$ cat src/rtl/counter_pkg.sv
// Shared constants for the up/down counter: count direction and bound-handling mode.
package counter_pkg;

  localparam bit DIR_UP        = 1'b1;
  localparam bit DIR_DOWN      = 1'b0;

  localparam bit MODE_WRAP     = 1'b0;
  localparam bit MODE_SATURATE = 1'b1;

endpackage

$ cat src/rtl/counter_prescaler.sv
// Divides enabled cycles by PRESCALE: tick_o is high on every PRESCALE-th enabled cycle.
module counter_prescaler #(
  parameter int PRESCALE = 1
) (
  input  logic clock_i,
  input  logic reset_i,
  input  logic enable_i,
  input  logic restart_i,
  output logic tick_o
);

  localparam int            CW   = (PRESCALE > 1) ? $clog2(PRESCALE) : 1;
  localparam logic [CW-1:0] LAST = CW'(PRESCALE - 1);

  logic [CW-1:0] phase_q;

  // A restart cycle never ticks; the phase starts over from 0 instead.
  assign tick_o = enable_i && !restart_i && (phase_q == LAST);

  always_ff @(posedge clock_i) begin
    if (reset_i || restart_i) begin
      phase_q <= '0;
    end else if (enable_i) begin
      phase_q <= tick_o ? '0 : phase_q + CW'(1);
    end
  end

endmodule

$ cat src/rtl/updown_counter.sv
// Prescaled up/down counter with a programmable top value, wrap or saturate at the
// bounds, a one-cycle terminal pulse and a sticky overflow flag.
module updown_counter
  import counter_pkg::*;
#(
  parameter int     WIDTH     = 8,
  parameter longint MAX_VALUE = (longint'(1) << WIDTH) - 1,
  parameter int     PRESCALE  = 1,
  parameter bit     SATURATE  = MODE_WRAP
) (
  input  logic             clock_i,
  input  logic             reset_i,
  input  logic             enable_i,
  input  logic             up_i,
  input  logic             clear_i,
  input  logic             load_i,
  input  logic [WIDTH-1:0] load_value_i,
  output logic [WIDTH-1:0] counter_value_o,
  output logic             terminal_o,
  output logic             overflow_o
);

  if (WIDTH < 2 || WIDTH > 32) begin : g_bad_width
    $error("updown_counter: WIDTH %0d outside 2..32", WIDTH);
  end
  if (MAX_VALUE < 1 || MAX_VALUE > (longint'(1) << WIDTH) - 1) begin : g_bad_max
    $error("updown_counter: MAX_VALUE %0d outside 1..2**WIDTH-1", MAX_VALUE);
  end
  if (PRESCALE < 1 || PRESCALE > 256) begin : g_bad_prescale
    $error("updown_counter: PRESCALE %0d outside 1..256", PRESCALE);
  end

  localparam logic [WIDTH-1:0] MAX_V = WIDTH'(MAX_VALUE);

  logic [WIDTH-1:0] count_q;
  logic             terminal_q;
  logic             overflow_q;
  logic             tick;
  logic             at_top;
  logic             at_bottom;

  // Clear and load both discard any partial prescale.
  counter_prescaler #(
    .PRESCALE (PRESCALE)
  ) u_prescaler (
    .clock_i   (clock_i),
    .reset_i   (reset_i),
    .enable_i  (enable_i),
    .restart_i (clear_i || load_i),
    .tick_o    (tick)
  );

  assign at_top    = (count_q == MAX_V);
  assign at_bottom = (count_q == '0);

  always_ff @(posedge clock_i) begin
    if (reset_i || clear_i) begin
      count_q    <= '0;
      terminal_q <= 1'b0;
      overflow_q <= 1'b0;
    end else if (load_i) begin
      count_q    <= (load_value_i > MAX_V) ? MAX_V : load_value_i;
      terminal_q <= 1'b0;
    end else begin
      terminal_q <= 1'b0;
      if (tick) begin
        if (up_i == DIR_UP) begin
          if (at_top) begin
            terminal_q <= 1'b1;
            overflow_q <= 1'b1;
            if (SATURATE == MODE_WRAP) count_q <= '0;
          end else begin
            count_q <= count_q + WIDTH'(1);
          end
        end else begin
          if (at_bottom) begin
            terminal_q <= 1'b1;
            overflow_q <= 1'b1;
            if (SATURATE == MODE_WRAP) count_q <= MAX_V;
          end else begin
            count_q <= count_q - WIDTH'(1);
          end
        end
      end
    end
  end

  assign counter_value_o = count_q;
  assign terminal_o      = terminal_q;
  assign overflow_o      = overflow_q;

endmodule

$ cat config.mk
export PLATFORM = sky130hd
export DESIGN_NAME = updown_counter
export DESIGN_NICKNAME = d
export VERILOG_FILES = /design/src/rtl/counter_pkg.sv /design/src/rtl/counter_prescaler.sv /design/src/rtl/updown_counter.sv
export SDC_FILE = /design/constraint.sdc
export NUM_CORES = 1
export LEC_CHECK = 0
export CAP_MARGIN = 30
export CORE_ASPECT_RATIO = 0.9
export CORE_MARGIN = 2
export CORE_UTILIZATION = 43
export DETAILED_ROUTE_END_ITERATION = 6
export GPL_TIMING_DRIVEN = 0
export PLACE_DENSITY_LB_ADDON = 0.05
export SLEW_MARGIN = 20
export SYNTH_ARGS = -nofsm -noshare
export SYNTH_HDL_FRONTEND = slang
export SYNTH_SLANG_ARGS = --single-unit
$ cat constraint.sdc
create_clock -name clock_i -period 1.7 [get_ports clock_i]
set_input_delay 0.17 -clock clock_i [delete_from_list [all_inputs] [get_ports clock_i]]
set_output_delay 0.17 -clock clock_i [all_outputs]
set_load 0.05 [all_outputs]
==> results.sh, run 1 <==
export IMPL_antenna_found_initial=0
export IMPL_synth_edf_count=0
export IMPL_synth_seq_area_share_pct=23.4
export IMPL_power_leakage_nw=0.548
export IMPL_synth_top_area_share_pct=23.4
export IMPL_fin_util_pct=63.9
export IMPL_cp_start_kind="flop"
export IMPL_end_kind="flop"
export IMPL_placed_area_um2=1220
export IMPL_synthTopCellsByArea="dfxtp_1 (23%), nand2_1 (4.8%), ha_1 (4.0%)"
export IMPL_fin_ws_ps=-21.0
export IMPL_pwr_density_cell_nw_per_um2=575
export IMPL_synth_fp_nets=141
export IMPL_core_area_um2=2120
export IMPL_r2r_cells=8
export IMPL_cts_tree="yes"
export IMPL_async_flop_share_pct=0
export IMPL_ff_latch_area_um2=233
export IMPL_grt_pass1_wl_um=4350
export IMPL_ant_nets=0
export IMPL_dp_hpwl_um=1910
export IMPL_worstMarginPinSlew_ps=571
export IMPL_drt_pass1_iterations=4
export IMPL_holdWs_ps=454
export IMPL_maxSlewViolCount=0
export IMPL_crit_type="flop to flop"
export IMPL_required_ps=1880
export IMPL_max_stage_delay_ps=350
export IMPL_reg2reg_to="counter_value_o[5]"
export IMPL_ff2ff_setup_slack_ps=-20
export IMPL_r2r_start="counter_value_o[3]"
export IMPL_drtIter0Drc=36
export IMPL_overflow=0
export IMPL_grtUsageTotal_pct=22.8
export IMPL_failed_checks="negative setup slack"
export IMPL_cp_cell_sequence="buf_6 -> buf_8 -> or3_4 -> buf_4 -> o31ai_1 -> o31ai_1 -> nand2_1 -> a31oi_1"
export IMPL_avgSynthCellArea_um2=7.59
export IMPL_start_util_pct=44.3
export IMPL_grt_max_degree=13
export IMPL_setup_violations_final=1
export IMPL_vias=1083
export IMPL_cts_made_buffers=3
export IMPL_min_to="counter_value_o[0]"
export IMPL_syn_to_final_growth_pct=44.1
export IMPL_drc=0
export IMPL_post_synth_num_cell_types=49
export IMPL_whs_path_depth=3
export IMPL_cp_slowest_cell="dfxtp_4"
export IMPL_layout_drive_gt1_share_pct=22.1
export IMPL_cp_common_cell="o31ai_1"
export IMPL_htreeDepth=1
export IMPL_skew_ps=5.56
export IMPL_netlist_area_um2=941
export IMPL_vias_per_cell=5.98
export IMPL_n_fill_cell=191
export IMPL_arrival_ps=1900
export IMPL_gp_congestion=0.906
export IMPL_clock_root_buffer="clkbuf_4"
export IMPL_synth_cells=124
export IMPL_yosys_register_bits=11
export IMPL_clk_path_buf_depth=2
export IMPL_synth_top_flop_cell="dfxtp_1"
export IMPL_ys_warn_count=0
export IMPL_maxCapViolations=0
export IMPL_hold_path_startpoint="load_value_i[0]"
export IMPL_grt_pass1_vias=928
export IMPL_die_area_um2=2580
export IMPL_dp_cells=174
export IMPL_worstPathMaxFanout=8
export IMPL_portBuffers=23
export IMPL_multi_input_area_um2=708
export IMPL_min_period_ps=1720
export IMPL_finalSetupTns_ps=-21.0
export IMPL_yosysTopAreaCell="dfxtp_1"
export IMPL_clock_latency_ps=290
export IMPL_nNetsFinal=172
export IMPL_hold_path_class="input port to flop"
export IMPL_num_rows=16
export IMPL_diodes=0
export IMPL_fin_area_um2=1360
export IMPL_routed_wl_um=2870
export IMPL_path_clk_slew_ps=80
export IMPL_die_x_um=53.3
export IMPL_finalCritPeriodShare_pct=101
export IMPL_die_y_um=48.4
export IMPL_ioPinCount=24
export IMPL_timing_slew_headroom_pct=61.8
export IMPL_finalHoldViolCount=0
export IMPL_peakVddDrop_mv=0.447
export IMPL_fmax_mhz=581
export IMPL_final_cells=181
export IMPL_outcome="finished with violations"
export IMPL_rsz0062_at_grt="true"
export IMPL_wl_per_cell_um=15.9
export IMPL_cts_sinks=11
## placed cells by master, fill, tap and decap left out, types with 3 or more instances in the layout
cell	netlist	layout
clkdlybuf4s50_1	0	19
nand2_1	12	12
buf_4	0	7
nor2_1	7	6
dfxtp_1	11	5
clkbuf_4	0	4
clkbuf_1	8	4
nand3_1	4	4
nand2b_1	5	4
a31oi_1	4	4
xnor2_1	4	4
dfxtp_2	0	4
inv_1	5	3
o31ai_1	3	3
o21ai_0	3	3
nor3_1	3	3
a21oi_1	4	3
o21ai_1	3	3
## power breakdown
| part | internal [mW] | total (mW) | leakage, nW | switching, mW |
|---|---|---|---|---|
| Combinational | 0.140 | 0.299 | 0.440 | 0.159 |
| Sequential | 0.267 | 0.282 | 0.0928 | 0.0154 |
| Clock | 0.0916 | 0.199 | 0.0150 | 0.107 |
## logic make-up after synthesis
family          Yosys count  synth area share, %
compound gates           38                 29.8
flops                    11                 23.4
xor+xnor                  6                 5.59
simple gates             48                 27.9
fa+ha+maj                 3                 3.99
mux                       2                 2.13
buf+inv                  16                 7.18
## state kept, by name (all words and copies together), names as in the netlist
| signal | flops |
|---|---|
| counter_value_o | 8 |
| overflow_o | 1 |
| terminal_o | 1 |
| u_prescaler.phase_q | 1 |
## stage by stage
step	power (mW)	worst slack, ps
after detailed placement	0.536	-312
after global routing	0.813	-60.3
after global placement	0.532	-269
after floorplan	0.450	-98.1
final	0.780	-21.0
after CTS	0.744	-70.1
## critical path, delay by kind of cell, from the launching register on
family                 cells  cell delay, ps
DFF                        1             350
buffers and inverters      3             380
AOI/OAI and AO/OA          3             410
and+or+nand+nor            2             440
## routing by layer
layer | vias to the layer above | track usage [%] | part of all wire [%]
li1 | 524 | - | -
met1 | 525 | 32.2 | 46
met2 | 31 | 34.6 | 48
met3 | 3 | 6.79 | 5.3
met4 | 0 | 3.85 | 0.59
met5 | - | 0 | 0
## repair_timing
action / 4_1_cts / 5_1_grt
hold buffers: 0 / 0
endpoints found under the setup margin: 7 / 10
pin swaps: 2 / 7
cloned: 0 / 0
endpoints found under the hold margin: 0 / 0
resized for setup: 8 / 23
setup buffers: 4 / 3
## final cells by class
| class | instances | share of cell area (%) |
|---|---|---|
| multi-input cells | 97 | 52.2 |
| repair buffers | 30 | 21.9 |
| flip-flops and latches | 11 | 17.2 |
| plain buffers | 6 | 2.49 |
| well taps | 27 | 2.49 |
| clock buffers | 4 | 1.94 |
| inverters | 6 | 1.85 |
## Yosys cell counts, drive strengths merged, types with 2 or more instances
| master | instances |
|---|---|
| a21oi | 4 |
| and4 | 2 |
| xnor2 | 4 |
| buf | 2 |
| a21boi | 2 |
| nor2b | 2 |
| a311oi | 2 |
| o211ai | 3 |
| mux2i | 2 |
| o31ai | 3 |
| o21ai | 8 |
| o311ai | 2 |
| nand2 | 12 |
| ha | 3 |
| nand2b | 5 |
| nor4 | 2 |
| a31oi | 4 |
| nor3 | 4 |
| or4 | 2 |
| xor2 | 2 |
| nand3 | 4 |
| dfxtp | 11 |
| nor2 | 7 |
| or3 | 3 |
| inv | 5 |
| clkbuf | 8 |
## how the worst max path moves through the flow
stage / from / endpoint / depth (start not counted)
floorplan: counter_value_o[3] / counter_value_o[0] / 6
global placement: up_i / counter_value_o[2] / 7
detailed placement: up_i / counter_value_o[2] / 7
CTS: counter_value_o[3] / counter_value_o[0] / 5
global route: counter_value_o[3] / counter_value_o[3] / 7
finish: counter_value_o[3] / counter_value_o[5] / 8
Note: power is estimated with default switching activity, not from simulation.
==> run 2, diff against run 1 <==
ABC_AREA = 1   (was not set)
==> run 2 against run 1 <==
The run now ends clean. Synthesized cell count is 25% higher. Clock power is 5% lower. Sequential cell count stayed put. Register-to-register slack better by 230 ps. Global-route usage is 1.7 points lower. Cell area is 9.0% lower. Wire length is 14% lower. Combinational power is 14% lower. Critical path depth is 7 lower. Critical path type is now flop to output port.
==> results.sh, run 2 <==
export IMPL_outcome="complete, no violations"
export IMPL_antenna_found_initial=0
export IMPL_pwr_density_cell_nw_per_um2=589
export IMPL_cts_tree="yes"
export IMPL_vias=1085
export IMPL_clock_latency_ps=280
export IMPL_wl_per_cell_um=11.9
export IMPL_yosysMostFrequentCell="nand2_1"
export IMPL_p_comb_share_pct=35.4
export IMPL_grtUsageTotal_pct=21.1
export IMPL_critPathLaunch="counter_value_o[2]"
export IMPL_drtIter0Drc=31
export IMPL_worstPathMaxFanout=2
export IMPL_grt_max_degree=11
export IMPL_ioPinCount=24
export IMPL_power_leakage_nw=0.625
export IMPL_finalCritPeriodShare_pct=94.5
export IMPL_p_seq_share_pct=38.5
export IMPL_drt_pass1_iterations=4
export IMPL_hold_path_class="input port to flop"
export IMPL_clkPwrFrac_pct=26.1
export IMPL_maxCapViolations=0
export IMPL_grt_pass1_vias=937
export IMPL_skew_ps=4.67
export IMPL_min_period_ps=1610
export IMPL_fin_ws_ps=94.0
export IMPL_path_clk_slew_ps=80
export IMPL_yosysTopAreaCell="dfxtp_1"
export IMPL_crit_family="buffers and inverters"
export IMPL_arrival_ps=1440
export IMPL_synth_seq_area_share_pct=23.1
export IMPL_async_flop_share_pct=0
export IMPL_switchingPower_uw=267
export IMPL_post_cts_setup_buffers=0
export IMPL_maxSlewViolCount=0
export IMPL_grt_pass1_wl_um=4030
export IMPL_setup_violations_final=0
export IMPL_cp_slowest_cell="clkdlybuf4s50_1"
export IMPL_synth_edf_count=0
export IMPL_routed_wl_um=2470
export IMPL_portBuffers=22
export IMPL_layout_commonest_cell="nand2_1"
export IMPL_end_kind="output port"
export IMPL_diodes=0
export IMPL_cts_made_buffers=3
export IMPL_die_x_um=53.6
export IMPL_die_y_um=48.6
export IMPL_final_cell_mix="nand2_1 (38), inv_1 (21), clkdlybuf4s50_1 (17), nor2_1 (15), nand3_1 (14)"
export IMPL_switching_share_pct=36.7
export IMPL_rsz0062_at_grt="false"
export IMPL_clock_root_buffer="clkbuf_4"
export IMPL_finalHoldViolCount=0
export IMPL_ant_nets=0
export IMPL_fmax_mhz=623
export IMPL_nNetsFinal=199
export IMPL_layout_drive_gt1_share_pct=12.2
export IMPL_ys_warn_count=0
export IMPL_internal_power_uw=460
export IMPL_placed_area_um2=1210
export IMPL_peakVddDrop_mv=0.452
export IMPL_htreeDepth=1
export IMPL_crit_buf_inv=1
export IMPL_start_util_pct=44.5
export IMPL_synth_top_flop_cell="dfxtp_1"
export IMPL_required_ps=1530
export IMPL_post_synth_num_cell_types=25
export IMPL_yosys_register_bits=11
export IMPL_core_area_um2=2140
export IMPL_synth_common_cells="nand2_1 (38), inv_1 (21), nor2_1 (15)"
export IMPL_max_stage_delay_ps=810
export IMPL_crit_type="flop to output port"
export IMPL_cp_start_kind="flop"
export IMPL_vias_per_cell=5.22
export IMPL_num_rows=16
export IMPL_dp_hpwl_um=1970
export IMPL_worstMarginPinSlew_ps=564
export IMPL_netlist_area_um2=952
export IMPL_n_fill_cell=229
export IMPL_die_area_um2=2610
export IMPL_drc=0
export IMPL_clk_path_buf_depth=2
export IMPL_gp_congestion=0.861
export IMPL_finalSetupTns_ps=0
export IMPL_place_ws_ps=-29.7
export IMPL_avgSynthCellArea_um2=6.14
export IMPL_synth_cells=155
export IMPL_hold_path_startpoint="up_i"
export IMPL_syn_to_final_growth_pct=29.6
export IMPL_synth_top_area_share_pct=23.1
export IMPL_fin_area_um2=1230
export IMPL_timing_slew_headroom_pct=62.2
export IMPL_largest_reg_flops=8
export IMPL_r2r_start="counter_value_o[0]"
export IMPL_synthTopCellsByArea="dfxtp_1 (23%), nand2_1 (15%), inv_1 (8.3%)"
export IMPL_cts_sinks=11
export IMPL_overflow=0
export IMPL_fin_util_pct=57.6
export IMPL_synth_fp_nets=172
export IMPL_cp_cell_sequence="clkdlybuf4s50_1"
run 2: cell count changes after synthesis, sizes merged, moves of 4 or more:
| cell | delta |
|---|---|
| nand2 | +30 |
| inv | +18 |
| nor2 | +11 |
| nand3 | +10 |
| clkbuf | -8 |
| a21oi | +6 |
| nand2b | -5 |
| nand4 | +5 |
| a31oi | -4 |
| xnor2 | -4 |
run 2: kinds of logic after synthesis:
family | synth area share (%)
AND/OR/NAND/NOR | 41.3
flip-flops | 23.1
buffers and inverters | 13.3
adder cells (fa/ha/maj) | 3.94
XOR/XNOR | 4.60
AO/OA/AOI/OAI | 13.8
run 2: final cells by class:
type	count	area, um2	area share, %
multi-input combinational	116	606	49.1
timing repair buffer	22	221	18.0
sequential	11	220	17.8
inverter	23	86.3	7.00
buffer	5	40.0	3.25
tap	27	33.8	2.74
clock buffer	4	26.3	2.13
run 2: power groups by stage:
stage / Clock [mW] / Sequential [mW] / Combinational, mW
floorplan: 0 / 0.316 / 0.146
CTS: 0.194 / 0.280 / 0.259
finish: 0.190 / 0.280 / 0.257
detailed placement: 0 / 0.286 / 0.260
global route: 0.208 / 0.281 / 0.287
global placement: 0 / 0.286 / 0.256
run 2: metal layers:
layer	track usage (%)	share of wire, %
met1	27.6	46
met2	33.7	47
met3	6.17	6.1
met4	5.13	0.85
met5	0	0
run 2: path summary, 6_finish.rpt:
check,endpoint,slack (ps),cells past startpoint
max reg2reg,counter_value_o[6],210,10
min,counter_value_o[6],330,5
max,counter_value_o[2],90,1
min reg2reg,u_prescaler.phase_q,450,2
run 2: through the flow:
step                power (mW)  hold WS, ps  instances
finish                   0.727          329        208
global route             0.777          379        208
CTS                      0.733          328        208
detailed placement       0.546          434        204
global placement         0.542          430        204
floorplan                0.462          246        155
run 2: worst register-to-register path, stage by stage, from the launching register on:
cell and delay [ps]:
dfxtp_1 350, inv_1 130, ha_1 200, inv_1 60, nor2_1 120, nand2_1 110
xor2_1 150, nand2_1 60, nand4_1 110, nand2_1 70, inv_1 30
run 2: what timing repair did:
item	CTS	global route
hold endpoints to repair	0	0
endpoints found under the setup margin	3	2
resized for setup	3	2
hold buffers	0	0
